===== src/rtl/uart_receiver.sv =====
// UART receiver: 5-8 data bits LSB-first, optional even parity, 1 or 2 stop bits.
// The line is oversampled at CLK_FREQ/BAUD_RATE clocks per bit and sampled at bit centres.
module uart_receiver #(
  parameter int DATA_WIDTH = 8,
  parameter int CLK_FREQ   = 100_000_000,
  parameter int BAUD_RATE  = 9600
) (
  input  logic                  clk,
  input  logic                  rstn,
  input  logic                  rx,
  input  logic                  parity_en,
  input  logic                  two_stop_bits,
  input  logic [1:0]            word_length,
  output logic [DATA_WIDTH-1:0] data_out,
  output logic                  data_valid,
  output logic                  parity_error,
  output logic                  frame_error
);

  localparam int CLKS_PER_BIT = CLK_FREQ / BAUD_RATE;
  localparam int HALF_BIT     = CLKS_PER_BIT / 2;
  localparam int CW           = $clog2(CLKS_PER_BIT + 1);
  localparam logic [CW-1:0] BIT_LAST  = CW'(CLKS_PER_BIT - 1);
  localparam logic [CW-1:0] HALF_LAST = CW'(HALF_BIT - 1);

  typedef enum logic [2:0] {
    IDLE, START, DATA, PARITY, STOP1, STOP2, CLEANUP, WAIT_HIGH
  } state_t;

  state_t                state_reg, state_next;
  logic [CW-1:0]         cnt_reg, cnt_next;
  logic [2:0]            bit_idx_reg, bit_idx_next;
  logic [7:0]            shift_reg, shift_next;
  logic                  par_acc_reg, par_acc_next;
  logic                  par_mis_reg, par_mis_next;
  logic                  par_en_reg, par_en_next;
  logic                  two_stop_reg, two_stop_next;
  logic [1:0]            wl_reg, wl_next;
  logic [DATA_WIDTH-1:0] data_out_reg, data_out_next;
  logic                  data_valid_reg, data_valid_next;
  logic                  parity_error_reg, parity_error_next;
  logic                  frame_error_reg, frame_error_next;
  logic                  rx_meta, rx_sync;
  logic                  bit_done;

  assign bit_done = (cnt_reg == BIT_LAST);

  // Two-flop synchronizer; resets to the idle (high) line level.
  always_ff @(posedge clk or negedge rstn) begin
    if (!rstn) begin
      rx_meta <= 1'b1;
      rx_sync <= 1'b1;
    end else begin
      rx_meta <= rx;
      rx_sync <= rx_meta;
    end
  end

  always_ff @(posedge clk or negedge rstn) begin
    if (!rstn) begin
      state_reg        <= IDLE;
      cnt_reg          <= '0;
      bit_idx_reg      <= '0;
      shift_reg        <= '0;
      par_acc_reg      <= 1'b0;
      par_mis_reg      <= 1'b0;
      par_en_reg       <= 1'b0;
      two_stop_reg     <= 1'b0;
      wl_reg           <= '0;
      data_out_reg     <= '0;
      data_valid_reg   <= 1'b0;
      parity_error_reg <= 1'b0;
      frame_error_reg  <= 1'b0;
    end else begin
      state_reg        <= state_next;
      cnt_reg          <= cnt_next;
      bit_idx_reg      <= bit_idx_next;
      shift_reg        <= shift_next;
      par_acc_reg      <= par_acc_next;
      par_mis_reg      <= par_mis_next;
      par_en_reg       <= par_en_next;
      two_stop_reg     <= two_stop_next;
      wl_reg           <= wl_next;
      data_out_reg     <= data_out_next;
      data_valid_reg   <= data_valid_next;
      parity_error_reg <= parity_error_next;
      frame_error_reg  <= frame_error_next;
    end
  end

  always_comb begin
    state_next        = state_reg;
    cnt_next          = bit_done ? '0 : cnt_reg + 1'b1;
    bit_idx_next      = bit_idx_reg;
    shift_next        = shift_reg;
    par_acc_next      = par_acc_reg;
    par_mis_next      = par_mis_reg;
    par_en_next       = par_en_reg;
    two_stop_next     = two_stop_reg;
    wl_next           = wl_reg;
    data_out_next     = data_out_reg;
    data_valid_next   = 1'b0;
    parity_error_next = parity_error_reg;
    frame_error_next  = frame_error_reg;

    case (state_reg)
      IDLE: begin
        cnt_next = '0;
        if (!rx_sync) begin
          par_en_next       = parity_en;
          two_stop_next     = two_stop_bits;
          wl_next           = word_length;
          parity_error_next = 1'b0;
          frame_error_next  = 1'b0;
          bit_idx_next      = '0;
          shift_next        = '0;
          par_acc_next      = 1'b0;
          par_mis_next      = 1'b0;
          state_next        = START;
        end
      end
      START: begin
        if (cnt_reg == HALF_LAST) begin
          cnt_next   = '0;
          state_next = rx_sync ? IDLE : DATA;
        end
      end
      DATA: begin
        if (bit_done) begin
          shift_next[bit_idx_reg] = rx_sync;
          par_acc_next            = par_acc_reg ^ rx_sync;
          // Last index is word length minus one: 4 + word_length.
          if (bit_idx_reg == ({1'b0, wl_reg} + 3'd4)) begin
            state_next = par_en_reg ? PARITY : STOP1;
          end else begin
            bit_idx_next = bit_idx_reg + 3'd1;
          end
        end
      end
      PARITY: begin
        if (bit_done) begin
          par_mis_next = rx_sync ^ par_acc_reg;
          state_next   = STOP1;
        end
      end
      STOP1, STOP2: begin
        if (bit_done) begin
          if (!rx_sync) begin
            frame_error_next = 1'b1;
            state_next       = WAIT_HIGH;
          end else if (state_reg == STOP1 && two_stop_reg) begin
            state_next = STOP2;
          end else begin
            state_next = CLEANUP;
          end
        end
      end
      CLEANUP: begin
        if (bit_done) begin
          data_out_next     = DATA_WIDTH'(shift_reg);
          parity_error_next = par_mis_reg;
          data_valid_next   = 1'b1;
          state_next        = IDLE;
        end
      end
      WAIT_HIGH: begin
        cnt_next = '0;
        if (rx_sync) state_next = IDLE;
      end
      default: state_next = IDLE;
    endcase
  end

  assign data_out     = data_out_reg;
  assign data_valid   = data_valid_reg;
  assign parity_error = parity_error_reg;
  assign frame_error  = frame_error_reg;

endmodule


===== config.mk =====
export PLATFORM = sky130hd
export DESIGN_NAME = uart_receiver
export DESIGN_NICKNAME = d
export VERILOG_FILES = /design/src/rtl/uart_receiver.sv
export SDC_FILE = /design/constraint.sdc
export NUM_CORES = 1
export LEC_CHECK = 0
export CORE_UTILIZATION = 45
export CTS_CLUSTER_DIAMETER = 40
export DETAILED_ROUTE_END_ITERATION = 6
export GPL_TIMING_DRIVEN = 0
export PLACE_DENSITY = 0.64
export SLEW_MARGIN = 10
export SYNTH_ARGS = -nofsm -noshare
export SYNTH_HDL_FRONTEND = slang
export SYNTH_SLANG_ARGS = --single-unit
export TNS_END_PERCENT = 1

===== constraint.sdc =====
create_clock -name clk -period 2 [get_ports clk]
set_input_delay 0.2 -clock clk [delete_from_list [all_inputs] [get_ports clk]]
set_output_delay 0.2 -clock clk [all_outputs]
set_load 0.005 [all_outputs]

# ---- Word level (Yosys, flattened, before mapping)
# Index checks and enable logic that the tools add are counted.
dict set report totals {
  out_inout_bits 11
  elab_cells 96
  in_bits 7
  register_bits 47
}
dict set report classes {
  add_sub_neg 3
  muxes 37
  bitwise 2
  n_eq_ne 20
  n_reduce_logical 17
  magnitude_cmp 2
}
# operator count
set ops {}
lappend ops {{3-bit two-way mux} 12}
lappend ops {{14-bit two-way mux} 2}
lappend ops {{14-bit case mux with 2 select lines} 1}
lappend ops {{3-bit case mux with 7 select lines} 1}
lappend ops {{2-bit inequality test (second input constant)} 10}
lappend ops {{8-bit two-way mux} 2}
lappend ops {{8-bit case mux with 2 select lines} 1}
lappend ops {{14-bit by 1-bit adder with 14-bit output (second input constant)} 1}
lappend ops {{14-bit by 13-bit equality test with 1-bit output (second input constant)} 1}
lappend ops {{14-bit equality test (second input constant)} 1}
lappend ops {{3-bit equality test (second input constant)} 4}
lappend ops {{3-bit AND reduction} 3}
lappend ops {{8-bit bitwise mux} 1}
lappend ops {{1-bit two-way mux} 8}
lappend ops {{1-bit case mux with 2 select lines} 4}
lappend ops {{4-bit AND reduction} 2}
lappend ops {{8-bit AND reduction} 1}
lappend ops {{2-bit nonzero test} 4}
lappend ops {{3-bit by 2-bit equality test with 1-bit output (second input constant)} 2}
lappend ops {{2-bit two-way mux} 3}
lappend ops {{3-bit case mux with 2 select lines} 1}
lappend ops {{3-bit by 4-bit less-than comparator with 1-bit output (second input constant)} 1}
lappend ops {{2-bit AND reduction} 2}
lappend ops {{2-bit OR reduction} 2}
lappend ops {{10 further kinds} 11}

# ---- Logic depth before layout (Yosys ltp)
# Gate-level depths: netlist of the first run.
dict set report logic_depth {
  depth_word 7
  mapped_depth 8
  depth_no_buf 6
}

# ---- Least setup slack after synthesis of the first run
# Ideal clock, no wire load.
dict set report synth_timing {
  kind {reg-to-reg}
  start {reg cnt_reg[4]}
  end {reg data_out_reg[1] (netlist: data_out[1])}
  n_path_buf 1
  period_less_slack_ps 2162
  setup_slack_ps -162
  path_stages_with_launch 6
  arrival_time_ps 2035
  t_required_ps 1872
  cell_sequence {dfrtp_1 or4b_4 nor4_4 nor4b_2 buf_4 mux2_1}
}
dict set report synth_via {
  elab_chain_len 2
}
# item line_no
set synth_rtl {}
lappend synth_rtl {{start: declaration} 31} ;# logic [CW-1:0] cnt_reg, cnt_next;
lappend synth_rtl {{start signal: assignment} 76} ;# cnt_reg <= cnt_next;
lappend synth_rtl {{14-bit equality test} 46} ;# assign bit_done = (cnt_reg == BIT_LAST);
lappend synth_rtl {{2-bit AND reduction (no source line)} -}
lappend synth_rtl {{end signal: assignment} 84} ;# data_out_reg <= data_out_next;
lappend synth_rtl {{end: declaration} 39} ;# logic [DATA_WIDTH-1:0] data_out_reg, data_out_next;
# Every way passes these cells.
# A chain may end at the register's enable or synchronous reset.

# ---- Worst setup path in the final report of the first run
dict set report layout_timing {
  start {reg cnt_reg[6]}
  end {reg state_reg[0]}
}
dict set report layout_via {
  elab_chain_len 3
  word_cells_on_any_way 8
  classes_between {7 x eq/ne; 1 x reduce/logical}
}
# item line_no
set layout_rtl {}
lappend layout_rtl {{14-bit by 13-bit equality test with 1-bit output / 14-bit equality test (equally long branches)} {123, 46}}
lappend layout_rtl {{2-bit inequality test (no source line)} -}
lappend layout_rtl {{8-bit AND reduction (no source line) (*)} -}
lappend layout_rtl {{end signal: assignment} 75} ;# state_reg <= state_next;
lappend layout_rtl {{end: declaration} 30} ;# state_t state_reg, state_next;
# Mark *: on every way between the ends. The rest lies on a longest branch, timed or not.

==> out/qor.txt, run 1 <==
run status = complete, but fails checks
violations in the final reports = setup timing
DIE WIDTH = 73.43 um
final-layout setup total negative slack = -4.454 ns
slew of the pin with the lowest slew margin = 0.8302 ns
Clk Tree Root Cell = clkbuf_8
total power = 0.001721 W
final setup fails = 32
average vias per placed instance = 5.328
H-tree levels = 2
cell count after placement = 316
highest attainable clock frequency = 431.5 MHz
minimum clock period = 2.318 ns
final non-filler cell area = 2887 um2
share of async-settable or async-resettable flops after synthesis = 100.0%
wire length per cell after detailed routing = 13.79 um
RSZ-0062 raised after global routing = true
dominant delay contributor by cell family on the critical path = simple AND/OR/NAND/NOR gates
via count of the first global-routing pass = 1651
FF/Latch Area = 1181 um2
total placed instance area = 2581 um2
register clock-pin slew on the reported worst setup and hold paths = 0.09 ns
Routed Wire Length = 4621 um
routability cong. = 0.8152
number of instances in the synthesized netlist = 231
crit path launch type = register
primary flip-flop cell chosen by synthesis mapping = dfrtp_1
number of nets at the end of the flow = 276
detailed placement HPWL = 3104 um
sequential element share of the synthesized area = 51.34%
initial cell density of the core = 47.66%
crit-path cells = or4b_4, nor4_4, buf_4, o32ai_4, a211oi_4, mux2_4
P per Cell Area = 596.3 nW/um2
count of filler cells inserted in the layout = 415
clock buffer depth = 2
worst hold path class = in2reg
count of antenna-violating nets left after detailed routing = 0
Unique masters post-synth = 46
placement-stage worst setup slack = -0.2387 ns
worst-path fanout max = 3
Die Y = 73.43 um
Max-cap violations = 0
slowest stage cell, crit path = or4b_4
Yosys Warn Count = 0
wire length of the first global-routing pass = 7831 um
Worst Path Buf+Inv = 1
I/O pins = 18
total congestion overflow after global routing = 0
number of standard cells in the layout, taps in and fillers out = 335
largest stage delay on the critical path = 0.55 ns
first-pass iteration count of the detailed router = 4
number of flip-flops under the largest register name = 14
count of unresolved DRC violations after routing = 0
total nets after synthesis = 240
fraction of final layout cells with drive strength greater than 1 = 17.91%
Post-Synthesis Cell Area = 2296 um2
worst setup skew after layout = 0.008524 ns
number of synthesized flops with an enable pin = 0
clock tree from TritonCTS = done
Clock Sink Count = 47
# diodes = 0
Max VDD drop = 0.4039 mV
Placeable Area = 4817 um2
CTS Buf Count = 5
total count of hold-check failures in the final report = 0
arrival time of the worst setup path = 2.51 ns
largest net degree at the start of global routing = 34
final max-slew violation count = 0
synth-to-layout area growth = 25.72%
relative max-transition margin = 44.23%
post-synthesis register bit count = 47
DRC violation total after the first TritonRoute iteration = 98
least setup slack across all paths after layout = -0.3178 ns
DIE AREA = 5392 um2
Port-buffer cells = 17
crit path capture type = register
GRT Total Usage = 19.21%
post-route fraction of the period consumed by the critical path = 115.9%
Vias = 1785
worst skew pair latency = 0.30 ns
post-synthesis average cell area = 9.939 um2
worst endpoint required time = 2.19 ns
leakage power summed over all cells = 1.262 nW
Worst Setup Path Type = reg2reg
Std-Cell Rows = 25
area occupied by multi-input gates = 1136 um2
antenna violations before repair = 0
-- stage by stage --
step	hold slack, ns	utilization [%]
6_report	0.3005	59.92
4_1_cts	0.2905	56.78
3_5_place_dp	0.1336	53.58
5_1_grt	0.2942	59.92
2_1_floorplan	-0.09559	-
3_3_place_gp	0.3455	53.27
-- layer usage --
layer / track usage, % / wire (um) / vias to the layer above
met4: 6.410 / 70 / 0
met5: 0 / 0 / -
met2: 29.53 / 2152 / 37
met1: 26.82 / 2247 / 862
met3: 4.527 / 151 / 7
li1: - / - / 879
-- path summary, 6_finish.rpt --
check                            from           end  slack [ns]  cells after the start
max reg2reg                cnt_reg[6]  state_reg[0]       -0.32                      6
max in group asynchronous        rstn       rx_sync        1.11                      3
min reg2reg                   rx_meta       rx_sync        0.36                      0
max                        cnt_reg[6]  state_reg[0]       -0.32                      6
min                                rx       rx_meta        0.30                      1
min in group asynchronous        rstn    cnt_reg[3]        0.33                      2
-- kinds of logic (layout without fill, tap and decap cells) --
logic type	after synthesis	after routing	synth area share, %
AND/OR/NAND/NOR	88	88	19.67
AO/OA/AOI/OAI	49	49	13.13
flip-flops	47	47	51.34
buffers and inverters	18	55	3.215
XOR/XNOR	15	15	5.722
multiplexers	12	12	5.831
adder cells (fa/ha/maj)	2	2	1.090
-- cell usage in the layout, fill, tap and decap left out, types with 3 or more instances in the layout --
cell,Yosys,final
a21oi_1,6,6
a31oi_1,5,5
and3_1,3,3
buf_4,1,8
buf_6,0,5
clkbuf_1,8,8
clkbuf_8,0,6
clkdlybuf4s50_1,0,16
dfrtp_1,45,43
inv_1,6,6
mux2_4,0,10
nand2_1,27,26
nand3_1,9,9
nor2_1,27,27
nor3_1,3,3
o21ai_0,3,3
o21ai_1,21,20
o31ai_1,4,4
xnor2_1,6,6
xor2_1,9,9
-- power by group --
group / internal (W) / switching, W / leakage (nW) / total, W
registers: 0.000957 / 0.00000367 / 0.624 / 0.000961
clock network: 0.000404 / 0.000309 / 0.0612 / 0.000713
logic: 0.0000196 / 0.0000282 / 0.578 / 0.0000478
-- synthesized netlist by cell type, types with 3 or more instances --
cell      instances  area (um2)
o21ai_0           3       15.01
and3_1            3       18.77
o21ai_1          21       105.1
xor2_1            9       78.83
clkbuf_1          8       30.03
nand3_1           9       45.04
nor4_1            3       18.77
nor3_1            3       15.01
inv_1             6       22.52
nand2_1          27       101.4
dfrtp_1          45        1126
xnor2_1           6       52.55
mux2_1           10       112.6
a21oi_1           6       30.03
a31oi_1           5       31.28
nor2_1           27       101.4
o31ai_1           4       30.03
-- final cells by class --
| cell class | instances | share of cell area, % |
|---|---|---|
| buffer | 12 | 2.081 |
| inverter | 6 | 0.7802 |
| timing repair buffer | 29 | 9.883 |
| sequential | 47 | 40.92 |
| clock buffer | 6 | 2.861 |
| clock inverter | 2 | 1.214 |
| tap | 67 | 2.904 |
| multi-input combinational | 166 | 39.36 |
-- repair_timing --
action                                  in CTS  in global routing
endpoints found under the setup margin      32                 38
pin swaps                                    0                  5
resized for setup                            5                 21
setup buffers                                1                  9
hold buffers                                 1                  0
endpoints found under the hold margin       14                  0
Power figures use the tool's default switching activity.
==> run 2, diff against run 1 <==
--- a/config.mk
+++ b/config.mk
@@ -9,7 +9,9 @@
 export CTS_CLUSTER_DIAMETER = 40
 export DETAILED_ROUTE_END_ITERATION = 6
 export GPL_TIMING_DRIVEN = 0
+export MAX_ROUTING_LAYER = met4
 export PLACE_DENSITY = 0.64
+export RECOVER_POWER = 25
 export SLEW_MARGIN = 10
 export SYNTH_ARGS = -nofsm -noshare
 export SYNTH_HDL_FRONTEND = slang
==> out/qor.txt, run 2 (same netlist as run 1, synthesis figures left out) <==
Max-cap violations = 0
Die Y = 73.43 um
Worst Setup Path Type = reg2reg
routability cong. = 0.8274
Port-buffer cells = 17
worst-path fanout max = 4
wire length of the first global-routing pass = 7845 um
worst reg2reg path endpoint = state_reg[2]
worst endpoint required time = 2.18 ns
Gate power share = 2.7%
cell count after placement = 316
worst hold path class = reg2reg
number of nets at the end of the flow = 271
wire length per cell after detailed routing = 13.38 um
placement-stage worst setup slack = -0.2387 ns
crit path capture type = register
slew of the pin with the lowest slew margin = 0.8510 ns
via count of the first global-routing pass = 1650
Vias = 1737
GRT Total Usage = 19.79%
Psw = 0.0003398 W
number of flip-flops under the largest register name = 14
register clock-pin slew on the reported worst setup and hold paths = 0.09 ns
arrival time of the worst setup path = 2.47 ns
leading cell type in the layout, fill and taps excluded = dfrtp_1
CTS Buf Count = 5
most frequent cells in the layout = dfrtp_1 (43), nand2_1 (27), nor2_1 (27), o21ai_1 (21), clkdlybuf4s50_1 (15)
synth-to-layout area growth = 21.31%
P per Cell Area = 617.6 nW/um2
minimum clock period = 2.282 ns
hold-critical path endpoint = rx_sync
Worst Reg-to-Reg Cells = 5
internal power contribution = 0.001380 W
final max-slew violation count = 0
count of antenna-violating nets left after detailed routing = 0
Crit Reg-Reg Startpoint = cnt_reg[6]
largest stage delay on the critical path = 0.55 ns
Clk Tree Root Cell = clkbuf_8
crit-path cells = or4b_4, nor4_4, o32ai_2, a211oi_2, mux2_1
RSZ-0062 raised after global routing = true
largest net degree at the start of global routing = 34
count of filler cells inserted in the layout = 428
post-layout utilization of the core = 57.82%
least setup slack across all paths after layout = -0.2821 ns
# diodes = 0
fraction of final layout cells with drive strength greater than 1 = 12.93%
Max VDD drop = 0.4036 mV
antenna violations before repair = 0
total congestion overflow after global routing = 0
I/O pins = 18
Std-Cell Rows = 25
final-layout setup total negative slack = -5.300 ns
Clock Sink Count = 47
critical hold path startpoint = rx_meta
part of the power in registers = 55.9%
initial cell density of the core = 47.66%
clock buffer depth = 2
violations in the final reports = setup timing
highest attainable clock frequency = 438.2 MHz
DIE WIDTH = 73.43 um
H-tree levels = 2
relative max-transition margin = 43.26%
average vias per placed instance = 5.264
number of standard cells in the layout, taps in and fillers out = 330
slowest stage cell, crit path = or4b_4
total power = 0.001720 W
detailed placement HPWL = 3104 um
Placeable Area = 4817 um2
count of unresolved DRC violations after routing = 0
clock network power share = 41.4%
DRC violation total after the first TritonRoute iteration = 95
cell depth of the worst hold path = 0
worst skew pair latency = 0.30 ns
setup slack of the most critical reg-to-reg path = -0.28 ns
leakage power summed over all cells = 1.227 nW
DIE AREA = 5392 um2
Routed Wire Length = 4414 um
final setup fails = 33
total count of hold-check failures in the final report = 0
first-pass iteration count of the detailed router = 4
switching part of the total = 19.75%
post-route fraction of the period consumed by the critical path = 114.1%
crit path launch type = register
run status = complete, but fails checks
worst setup skew after layout = 0.007276 ns
clock tree from TritonCTS = done
[run 2: changes by cell type in the layout (fill, tap and decap cells not counted), sizes merged]
cell / before / now
buf: 16 / 10
dlygate4sd3: 1 / 2
clkbuf: 14 / 15
clkdlybuf4s50: 16 / 15
[run 2: timing repair]
action	in CTS	in global routing
hold buffers	1	0
cloned	0	0
endpoints found under the hold margin	14	0
gates resized for setup	5	5
buffers inserted	1	4
setup endpoints to repair	32	38
pin swaps	0	4
[run 2: critical path, delay by kind of cell (launching register included)]
family / cells / cell delay [ns]
AO/OA/AOI/OAI: 2 / 0.49
flip-flops: 1 / 0.42
multiplexers: 1 / 0.36
AND/OR/NAND/NOR: 2 / 0.89
[run 2: how the worst max path moves through the flow]
stage                        end    startpoint  depth (start not counted)
floorplan            data_out[2]   cnt_reg[12]                          5
global placement      par_en_reg          rstn                          1
detailed placement   par_acc_reg  state_reg[1]                          5
CTS                 state_reg[2]   cnt_reg[12]                          5
global route        state_reg[2]    cnt_reg[6]                          5
finish              state_reg[2]    cnt_reg[6]                          5
[run 2: metal layers]
metal  GRT usage (%)  up-vias  part of all wire, %
met1           26.82      833                   49
li1                -      871                    -
met2           29.53       26                   46
met4           6.410        0                  1.6
met3           4.527        7                  2.8
met5               -        -                    0
[run 2: power by group through the flow]
stage | Clock [W] | Sequential, W | Combinational, W
2_1_floorplan | 0 | 0.000979 | 0.0000114
3_3_place_gp | 0 | 0.000980 | 0.0000439
5_1_grt | 0.000770 | 0.000962 | 0.0000545
4_1_cts | 0.000735 | 0.000961 | 0.0000498
6_report | 0.000712 | 0.000961 | 0.0000471
3_5_place_dp | 0 | 0.000980 | 0.0000482
[run 2: layout make-up]
cell class	instances	area, um2	area share, %
buffer	12	60.06	2.156
timing repair buffer	24	231.5	8.311
clock buffer	6	82.58	2.965
tap	67	83.83	3.010
inverter	6	22.52	0.8086
multi-input combinational	166	1089	39.08
sequential	47	1181	42.41
clock inverter	2	35.03	1.258
[run 2: per-stage QoR]
step	cell area, um2	hold WS [ns]
after floorplan	2312	-0.09559
after global placement	2566	0.3455
after detailed placement	2581	0.1336
after CTS	2735	0.2905
after global routing	2785	0.3605
final	2785	0.3582
==> run 3, diff against run 2 <==
--- a/config.mk
+++ b/config.mk
@@ -5,12 +5,14 @@
 export SDC_FILE = /design/constraint.sdc
 export NUM_CORES = 1
 export LEC_CHECK = 0
-export CORE_UTILIZATION = 45
+export CELL_PAD_IN_SITES_DETAIL_PLACEMENT = 2
+export CELL_PAD_IN_SITES_GLOBAL_PLACEMENT = 2
+export CORE_UTILIZATION = 33
 export CTS_CLUSTER_DIAMETER = 40
 export DETAILED_ROUTE_END_ITERATION = 6
 export GPL_TIMING_DRIVEN = 0
 export MAX_ROUTING_LAYER = met4
-export PLACE_DENSITY = 0.64
+export PLACE_DENSITY = 0.71
 export RECOVER_POWER = 25
 export SLEW_MARGIN = 10
 export SYNTH_ARGS = -nofsm -noshare
==> out/qor.txt, run 3 (same netlist as run 1, synthesis figures left out) <==
run status = complete, but fails checks
violations in the final reports = setup timing
post-route fraction of the period consumed by the critical path = 111.4%
register clock-pin slew on the reported worst setup and hold paths = 0.09 ns
Clock Sink Count = 47
largest net degree at the start of global routing = 33
relative max-transition margin = 37.94%
RSZ-0062 raised after global routing = true
dominant delay contributor by cell family on the critical path = simple AND/OR/NAND/NOR gates
wire length per cell after detailed routing = 17.42 um
worst skew pair latency = 0.30 ns
minimum clock period = 2.228 ns
number of nets at the end of the flow = 267
critical hold path startpoint = rx_meta
part of the power in registers = 52.5%
CTS Buf Count = 5
arrival time of the worst setup path = 2.41 ns
clock buffer depth = 2
Worst Path Buf+Inv = 0
slew of the pin with the lowest slew margin = 0.9310 ns
crit path capture type = register
clock tree from TritonCTS = done
average vias per placed instance = 5.292
worst-path fanout max = 5
leading cell type in the layout, fill and taps excluded = dfrtp_1
DIE WIDTH = 85.41 um
slowest stage cell, crit path = or4b_4
crit path launch type = register
routability cong. = 0.7459
wire length of the first global-routing pass = 10160 um
most frequent cells in the layout = dfrtp_1 (44), nor2_1 (27), nand2_1 (26), o21ai_1 (21), clkdlybuf4s50_1 (15)
final max-slew violation count = 0
crit-path cells = or4b_4, nor4_4, o32ai_1, a211oi_2, mux2_1
DIE AREA = 7295 um2
cell count after placement = 329
count of antenna-violating nets left after detailed routing = 0
antenna violations before repair = 0
final setup fails = 30
first-pass iteration count of the detailed router = 4
DRC violation total after the first TritonRoute iteration = 50
Gate power share = 2.7%
total count of hold-check failures in the final report = 0
number of standard cells in the layout, taps in and fillers out = 339
leakage power summed over all cells = 1.207 nW
worst reg2reg path endpoint = state_reg[2]
post-layout utilization of the core = 41.59%
Std-Cell Rows = 30
Worst Reg-to-Reg Cells = 5
P per Cell Area = 651.6 nW/um2
I/O pins = 18
total congestion overflow after global routing = 0
cell depth of the worst hold path = 0
number of flip-flops under the largest register name = 14
GRT Total Usage = 18.21%
via count of the first global-routing pass = 1941
count of filler cells inserted in the layout = 741
hold-critical path endpoint = rx_sync
Crit Reg-Reg Startpoint = cnt_reg[6]
detailed placement HPWL = 4174 um
least setup slack across all paths after layout = -0.2275 ns
highest attainable clock frequency = 448.9 MHz
fraction of final layout cells with drive strength greater than 1 = 14.29%
Die Y = 85.41 um
synth-to-layout area growth = 22.40%
switching part of the total = 19.41%
Max-cap violations = 0
Vias = 1794
Clk Tree Root Cell = clkbuf_8
Port-buffer cells = 17
Max VDD drop = 0.2575 mV
# diodes = 0
internal power contribution = 0.001476 W
worst setup skew after layout = 0.009362 ns
H-tree levels = 2
worst hold path class = reg2reg
setup slack of the most critical reg-to-reg path = -0.23 ns
initial cell density of the core = 33.98%
largest stage delay on the critical path = 0.54 ns
placement-stage worst setup slack = -0.4007 ns
clock network power share = 44.9%
Worst Setup Path Type = reg2reg
Placeable Area = 6756 um2
worst endpoint required time = 2.19 ns
count of unresolved DRC violations after routing = 0
Routed Wire Length = 5904 um
Psw = 0.0003554 W
-- run 3: cell count changes in the layout (fill, tap and decap cells not counted), sizes merged --
cell / delta
buf: -4
clkinv: -1
bufinv: +1
-- run 3: layer usage --
metal / part of all wire, % / track usage, %
met5: 0 / -
met3: 2.0 / 3.210
met1: 49 / 23.97
met2: 48 / 29.16
met4: 1.0 / 4.545
-- run 3: worst max path at each step --
stage	from	to	slack [ns]	cells past startpoint
global route	cnt_reg[12]	data_out[4]	-0.32	5
global placement	rstn	state_reg[2]	-0.72	1
CTS	cnt_reg[6]	state_reg[2]	-0.25	5
floorplan	cnt_reg[12]	data_out[2]	-0.004	5
finish	cnt_reg[6]	state_reg[2]	-0.23	5
detailed placement	state_reg[1]	par_acc_reg	-0.40	5
-- run 3: cell type report --
| type | count | area [um2] | area share [%] |
|---|---|---|---|
| clock buffers | 6 | 72.57 | 2.582 |
| clock inverters | 2 | 60.06 | 2.137 |
| flip-flops and latches | 47 | 1180 | 41.99 |
| repair buffers | 20 | 201.4 | 7.168 |
| inverters | 6 | 22.52 | 0.8014 |
| well taps | 80 | 100.1 | 3.562 |
| plain buffers | 12 | 62.56 | 2.226 |
| multi-input cells | 166 | 1111 | 39.54 |
-- run 3: timing repair --
| action | 4_1_cts | 5_1_grt |
|---|---|---|
| setup buffers | 1 | 0 |
| pin swaps | 0 | 0 |
| gates resized for setup | 8 | 12 |
| endpoints found under the setup margin | 38 | 39 |
| hold buffers | 1 | 0 |
| hold endpoints to repair | 15 | 0 |
-- run 3: power groups by stage --
stage | clock, W | sequential [W] | combinational [W]
3_3_place_gp | 0 | 0.000980 | 0.0000454
6_report | 0.000821 | 0.000961 | 0.0000487
5_1_grt | 0.000884 | 0.000962 | 0.0000560
2_1_floorplan | 0 | 0.000979 | 0.0000114
3_5_place_dp | 0 | 0.000980 | 0.0000502
4_1_cts | 0.000849 | 0.000961 | 0.0000521
-- run 3: worst register-to-register path, delay by kind of cell (launching register included) --
kind,cells,cell delay (ns)
flip-flops,1,0.45
AND/OR/NAND/NOR,2,0.82
multiplexers,1,0.35
AO/OA/AOI/OAI,2,0.50
-- run 3: stage by stage --
step	area, um2	hold slack, ns	setup TNS, ns	power (W)
after global placement	2582	0.3461	-40.72	0.001025
final	2810	0.3597	-4.024	0.001831
after floorplan	2312	-0.09559	-0.02359	0.0009905
after CTS	2778	0.3001	-5.646	0.001862
after global routing	2810	0.3642	-8.324	0.001901
after detailed placement	2597	0.1478	-8.779	0.001030
